## src/rtl/regfile_fwd.sv

```systemverilog
// regfile_fwd: two-read/one-write register file with registered read ports,
// same-cycle write-to-read forwarding and a hardwired zero register.
// Port B reads rc or rb (ra2sel); the write address is rc or xp_reg (wasel).
// Optional macro REGFILE_SCOREBOARD_EN adds a per-register pending-write
// scoreboard driving busy_a/busy_b; without it those outputs are tied to 0.
module regfile_fwd #(
    parameter int DATA_W   = 32,
    parameter int ADDR_W   = 5,
    parameter int ZERO_REG = 31
) (
    input  logic              clk,
    input  logic              rst_n,
    input  logic [ADDR_W-1:0] ra,
    input  logic [ADDR_W-1:0] rb,
    input  logic [ADDR_W-1:0] rc,
    input  logic              ra2sel,
    input  logic [ADDR_W-1:0] xp_reg,
    input  logic              wasel,
    input  logic              werf,
    input  logic [DATA_W-1:0] wd,
    input  logic              rd_en,
    output logic [DATA_W-1:0] rd1,
    output logic [DATA_W-1:0] rd2,
    input  logic              issue_valid,
    input  logic [ADDR_W-1:0] issue_rc,
    output logic              busy_a,
    output logic              busy_b
);

    localparam int DEPTH = 2 ** ADDR_W;
    localparam logic [ADDR_W-1:0] ZERO_ADDR = ADDR_W'(ZERO_REG);

    logic [ADDR_W-1:0] wa;
    logic [ADDR_W-1:0] rb_sel;
    logic              wr_en;
    logic [DATA_W-1:0] mem [DEPTH];
    logic [DATA_W-1:0] val_a;
    logic [DATA_W-1:0] val_b;

    assign wa     = wasel  ? xp_reg : rc;
    assign rb_sel = ra2sel ? rc     : rb;
    // The zero register never takes a write, so its storage stays at reset 0.
    assign wr_en  = werf && (wa != ZERO_ADDR);

    // Storage: cleared by reset, written on the rising edge.
    always_ff @(posedge clk or negedge rst_n) begin
        if (!rst_n) begin
            for (int i = 0; i < DEPTH; i++) begin
                mem[i] <= '0;
            end
        end else if (wr_en) begin
            mem[wa] <= wd;
        end
    end

    // Port A read value: zero register first, then the in-flight write, then storage.
    always_comb begin
        val_a = mem[ra];
        if (ra == ZERO_ADDR) begin
            val_a = '0;
        end else if (werf && (wa == ra)) begin
            val_a = wd;
        end
    end

    // Port B read value, same priority as port A.
    always_comb begin
        val_b = mem[rb_sel];
        if (rb_sel == ZERO_ADDR) begin
            val_b = '0;
        end else if (werf && (wa == rb_sel)) begin
            val_b = wd;
        end
    end

    // Registered read outputs; hold when rd_en is low.
    always_ff @(posedge clk or negedge rst_n) begin
        if (!rst_n) begin
            rd1 <= '0;
            rd2 <= '0;
        end else if (rd_en) begin
            rd1 <= val_a;
            rd2 <= val_b;
        end
    end

`ifdef REGFILE_SCOREBOARD_EN
    logic [DEPTH-1:0] sb;

    // Scoreboard: a write clears the pending bit, a new issue sets it; the
    // issue is applied last so a newer producer wins on a same-edge collision.
    always_ff @(posedge clk or negedge rst_n) begin
        if (!rst_n) begin
            sb <= '0;
        end else begin
            for (int i = 0; i < DEPTH; i++) begin
                if (werf && (wa == ADDR_W'(i))) begin
                    sb[i] <= 1'b0;
                end
                if (issue_valid && (issue_rc == ADDR_W'(i)) && (issue_rc != ZERO_ADDR)) begin
                    sb[i] <= 1'b1;
                end
            end
        end
    end

    assign busy_a = sb[ra]     && (ra     != ZERO_ADDR);
    assign busy_b = sb[rb_sel] && (rb_sel != ZERO_ADDR);
`else
    logic unused_issue;
    assign unused_issue = ^{issue_valid, issue_rc};
    assign busy_a = 1'b0;
    assign busy_b = 1'b0;
`endif

endmodule

```

## config.mk

```make
export PLATFORM = sky130hd
export DESIGN_NAME = regfile_fwd
export DESIGN_NICKNAME = d
export VERILOG_FILES = /design/src/rtl/regfile_fwd.sv
export SDC_FILE = /design/constraint.sdc
export NUM_CORES = 2
export LEC_CHECK = 0
export ABC_CLOCK_PERIOD_IN_PS = 2560
export CAP_MARGIN = 10
export CORE_MARGIN = 4
export CORE_UTILIZATION = 45
export CTS_CLUSTER_DIAMETER = 120
export CTS_CLUSTER_SIZE = 30
export DETAILED_ROUTE_END_ITERATION = 7
export PLACE_DENSITY = 0.64
export SKIP_LAST_GASP = 1
export SYNTH_ARGS = -nofsm -noshare
export SYNTH_HDL_FRONTEND = slang
export SYNTH_SLANG_ARGS = --single-unit
```

## constraint.sdc

```tcl
create_clock -name clk -period 2.56 [get_ports clk]
set_input_delay 0.256 -clock clk [delete_from_list [all_inputs] [get_ports clk]]
set_output_delay 0.256 -clock clk [all_outputs]
set_load 0.02 [all_outputs]
```

# Word-level counts from Yosys, hierarchy flattened
# Index checks and enable logic that the tools add are counted.
[totals]
in_bits = 64
reg_bits = 1088
out_inout_bits = 66
[classes]
n_mux = 15
n_eq_ne = 5
n_bitwise = 3
magnitude_cmp = 4
reduce_logical = 4
[op_table]
columns = ["cell", "count"]
rows = [
  ["bitwise mux 1024 bit", 1],
  ["binary-select mux 32 bit (select 5 bit)", 2],
  ["two-way mux 32 bit", 9],
  ["demux 32 bit (select 5 bit)", 1],
  [">= comparator 6 bit (second input constant)", 3],
  ["NOT 5 -> 6 bit", 3],
  ["equality test 5 bit", 2],
  ["equality test 5 bit (second input constant)", 2],
  ["two-way mux 5 bit", 2],
  ["less-than comparator 6 x 1 -> 1 bit (second input constant)", 1],
  ["!= test 5 bit (second input constant)", 1],
  ["logical AND 1 bit", 4],
]

# Depth between registers and ports, before layout
[depth]
ltp_word = 7
mapped_depth = 12
ltp_nobuf = 7

# Worst setup path after synthesis
# No wires, ideal clock.
[synth_timing]
kind = "input port to flip-flop"
startpoint = "in ra[2]"
endpoint = "reg rd1[30]"
cell_stages = 8
t_required_ns = 2.418
setup_slack_ns = 0.146
arrival_ns = 2.272
path_cell_list = "clkbuf_1 clkbuf_1 clkbuf_1 mux4_2 mux4_2 nor2b_1 a211oi_1 o32ai_1"
[synth_via]
elab_chain_len = 6
[synth_rtl]
columns = ["element", "line", "source"]
rows = [
  ["start, declared", "13", "input logic [ADDR_W-1:0] ra,"],
  ["NOT 5 -> 6 bit (implied by the code)", "58", "val_a = mem[ra];"],
  ["binary-select mux 32 bit (select 5 bit)", "58", ""],
  ["two-way mux 32 bit (implied by the code) (2 in series)", "58", ""],
  ["two-way mux 32 bit", "61", "end else if (werf && (wa == ra)) begin"],
  ["two-way mux 32 bit (*)", "59", "if (ra == ZERO_ADDR) begin"],
  ["end signal, assigned", "82", "rd1 <= val_a;"],
  ["end, declared", "22", "output logic [DATA_W-1:0] rd1,"],
]
# Every way passes the cells marked *; elsewhere a longest branch is shown, timed or not. The select of a mux whose other input is x is not followed.
# A chain may end at the register's enable or synchronous reset.

# Worst setup path in the final report
[layout_timing]
startpoint = "in rc[0]"
endpoint = "reg rd2[4]"
[layout_via]
elab_chain_len = 7
[layout_rtl]
columns = ["element", "line", "source"]
rows = [
  ["start, declared", "15", "input logic [ADDR_W-1:0] rc,"],
  ["two-way mux 5 bit", "41", "assign rb_sel = ra2sel ? rc : rb;"],
  ["NOT 5 -> 6 bit (implied by the code)", "68", "val_b = mem[rb_sel];"],
  ["binary-select mux 32 bit (select 5 bit)", "68", ""],
  ["two-way mux 32 bit (implied by the code) (2 in series)", "68", ""],
  ["two-way mux 32 bit", "71", "end else if (werf && (wa == rb_sel)) begin"],
  ["two-way mux 32 bit (*)", "69", "if (rb_sel == ZERO_ADDR) begin"],
  ["end signal, assigned", "83", "rd2 <= val_b;"],
  ["end, declared", "23", "output logic [DATA_W-1:0] rd2,"],
]
# Marked as above.

==> results.yml <==
floorplanning:
  die-width_um: 368
  die_height_um: 368
  io_pins: 130
  core_area_sq_um: 128000
  row_count: 131
  floorplan.initialDensity: 0.455
  full_die_area_sq_um: 135000
logic_synthesis:
  synth-seq-area-share: 0.468
  synth.ff_latch_count: 1088
  yosys-mux-area-fraction: 0.358
  synth-async-reset-ratio: 1.00
  syn_inst: 4495
  count_of_flip_flops_with_a_built_in_enable_after_synthesis: 0
  post_synth_instance_area_sq_um: 58200
  synth_simple_gate_area_share: 0.0669
  post_synth_xor_area_fraction: 0.00181
  ys.warnings.count: 0
  synth-compound-area-share: 0.0657
  main_combinational_cell_family_by_area_after_synthesis: "multiplexers"
  synthesis.area_per_instance_sq_um: 13.0
  synth_fa_ha_area_frac: 0
  synth.distinct_cells: 64
  synth_top_flop_cell: "sky130_fd_sc_hd__dfrtp_1"
critical_path:
  setup.worst_path.end_class: "register"
  cp_num_buf_inv: 3
  worst-r2r-setup-slack_ns: 0.23
  critical_path.cell_chain: "clkdlybuf4s50_1 > mux2_8 > buf_4 > buf_4 > mux4_2 > o221ai_1 > o22ai_1 > a221o_1"
  critical_path_cell_count: 8
  timing.setup.critical_path_class: "input pin to register"
  timing.critical_path.fanout_max: 17
  crit_path_frequent_cell: "sky130_fd_sc_hd__buf_4"
  reg2reg_from: "mem[777]"
  arrival_ns: 3.04
  critical_path.slowest_cell: "sky130_fd_sc_hd__clkdlybuf4s50_1"
  r2r.worst_path.cells: 5
  rr_endpoint: "rd1[9]"
  path_delay_family: "buffers and inverters"
  critPathLaunchType: "input pin"
  critical-path-max-stage-delay_ns: 0.61
  cp_data_required_time_ns: 3.15
power_and_ir_drop:
  share_of_power_burned_in_combinational_logic: 0.285
  power_per_cell_area_nw_per_um2: 681
  power.share.clock: 0.189
  leakagePower_nw: 28.4
  switchingPower_mw: 14.3
  switching_share: 0.311
  ir_worst_vdd_mv: 0.532
  power.sequential.fraction: 0.526
  cell_internal_pwr_mw: 31.8
status:
  outcome: "finished clean"
placement:
  instance_count_after_placement_with_tap_cells_included: 6421
  postPlaceCellArea_sq_um: 66700
  globalplace.congestion: 0.913
  detailed_place_hpwl_um: 139000
  portBuffers: 121
clocking:
  h-tree-depth: 2
  worst_skew_pair_latency_ns: 0.70
  clkSlewWorstSetupHoldPaths_ns: 0.12
  cts_tree: "yes"
  numCtsBuffers: 42
  post-cts-setup-buffers: 0
  cts_max_path_buffers: 3
  clock-root-buffer: "sky130_fd_sc_hd__clkbuf_16"
  cts.sinks: 1088
global_route:
  grt_antenna_before_repair: 5
  first_global_vias: 42705
  globalRouteTotalUtil: 0.304
  overflow: 0
  grt_max_degree: 97
  wire_length_of_the_first_global_routing_pass_um: 305000
drt:
  drtIter0Drc: 5304
  residual_drc_count: 0
  drt_first_pass_iters: 6
  post_route_wl_um: 208000
  final_antenna_net_count: 0
  vias_per_cell: 6.61
  wl_per_cell_um: 32.1
  detailroute.via_count: 42771
layout:
  final_common_cell: "sky130_fd_sc_hd__dfrtp_1"
  drive_gt1_frac: 0.439
  finalNetCount: 4802
  fin_cells: 6475
  layout.filler_cells: 10695
  layout.cells.most_common_list: "sky130_fd_sc_hd__dfrtp_1, sky130_fd_sc_hd__mux2_2, sky130_fd_sc_hd__nand2_1"
  area_delta_synth_final_pct: 16.5
  post-route-cell-area_sq_um: 67800
timing:
  final-max-slew-violation-count: 0
  grt_setup_unrepaired: "false"
  timing.fmax_mhz: 407
  tightest_slew_ns: 0.979
  worst_slew_margin_rel: 0.345
  finalSetupViolations: 0
  layout_worst_path_cycle_share: 0.960
  hold_ws_ns: 0.152
  layout_min_cycle_time_ns: 2.46
  clock-skew-final_ns: 0.0297
  timing.setup.tns_ns: 0
  final_hold_viol_count: 0
flow_run:
  maxCapViolations: 0
worst_hold_path:
  hold_path.class: "input pin to asynchronous set/reset pin"
## power groups by stage
stage,Clock [mW],Sequential [mW],Combinational (mW)
global placement,0,24.4,12.7
floorplan,0,23.5,8.78
detailed placement,0,24.5,13.0
global route,9.32,24.8,14.0
CTS,8.83,24.2,13.1
finish,8.71,24.3,13.1
## state kept, by name (all words and copies together) (netlist names)
signal / flops
mem: 1024
rd2: 32
rd1: 32
## cell usage after synthesis (all sizes together), types with 8 or more instances
cell type,number,share of area
a211oi,44,0.0057
nand3,155,0.013
a32o,10,0.0017
a2111oi,31,0.0068
nor3,24,0.0021
nor2b,77,0.0083
a221o,34,0.0058
o32ai,36,0.0054
inv,43,0.0028
o2111ai,9,0.0014
clkbuf,289,0.019
a32oi,72,0.011
a21boi,9,0.0012
mux2i,54,0.0093
a21oi,104,0.0090
nor2,82,0.0053
nand2,553,0.036
dfrtp,1088,0.47
mux2,994,0.19
a31oi,43,0.0046
xnor2,10,0.0015
o22ai,32,0.0037
mux4,404,0.16
o221ai,11,0.0017
o211ai,8,0.0010
buf,202,0.018
o21ai,21,0.0018
## logic make-up after synthesis
logic type                after synthesis
AOI/OAI and AO/OA                     497
xor gates and xnor gates               12
buffers and inverters                 534
DFF                                  1088
muxes                                1452
other                                   1
and+or+nand+nor                       911
## area by class of cell
class | count | area, sq um | area share
diodes | 3 | 7.51 | 0.000111
multi-input cells | 2874 | 29000 | 0.428
well taps | 1729 | 2160 | 0.0319
clock buffers | 45 | 1090 | 0.0161
inverters | 43 | 161 | 0.00238
repair buffers | 689 | 8090 | 0.119
clock inverters | 4 | 37.5 | 0.000554
flip-flops and latches | 1088 | 27200 | 0.402
## metal layers
metal	global-route usage	up-vias	part of all wire
met2	0.454	2406	0.44
li1	-	17242	-
met1	0.435	22578	0.41
met4	0.117	6	0.046
met3	0.0684	539	0.11
met5	0	-	0.00014
## worst max-delay path by stage
stage	to	start	slack, ns
floorplan	rd1[30]	ra[2]	0.15
global placement	rd2[4]	rb[0]	-0.58
detailed placement	rd2[4]	rb[0]	-0.55
CTS	rd1[8]	mem[520]	0.12
global route	rd2[8]	rb[0]	0.001
finish	rd2[4]	rc[0]	0.10
## metrics by stage
stage / setup WS, ns / utilization / power, mW
global placement: -0.576 / 0.521 / 37.1
global route: 0.00145 / 0.530 / 48.1
finish: 0.103 / 0.530 / 46.1
detailed placement: -0.552 / 0.521 / 37.6
floorplan: 0.146 / - / 32.3
CTS: 0.123 / 0.530 / 46.1
## worst register-to-register path, cell delays in order (launching register included)
cell	delay [ns]
sky130_fd_sc_hd__dfrtp_1	0.41
sky130_fd_sc_hd__mux4_2	0.50
sky130_fd_sc_hd__mux4_2	0.50
sky130_fd_sc_hd__nor2b_1	0.16
sky130_fd_sc_hd__a211oi_1	0.48
sky130_fd_sc_hd__o32ai_1	0.16
## what timing repair did
item / in CTS / in global routing
endpoints found under the hold margin: 210 / 0
gates resized for setup: 0 / 0
hold buffers: 2 / 0
setup endpoints to repair: 0 / 0
Note: power is estimated with default switching activity, not from simulation.
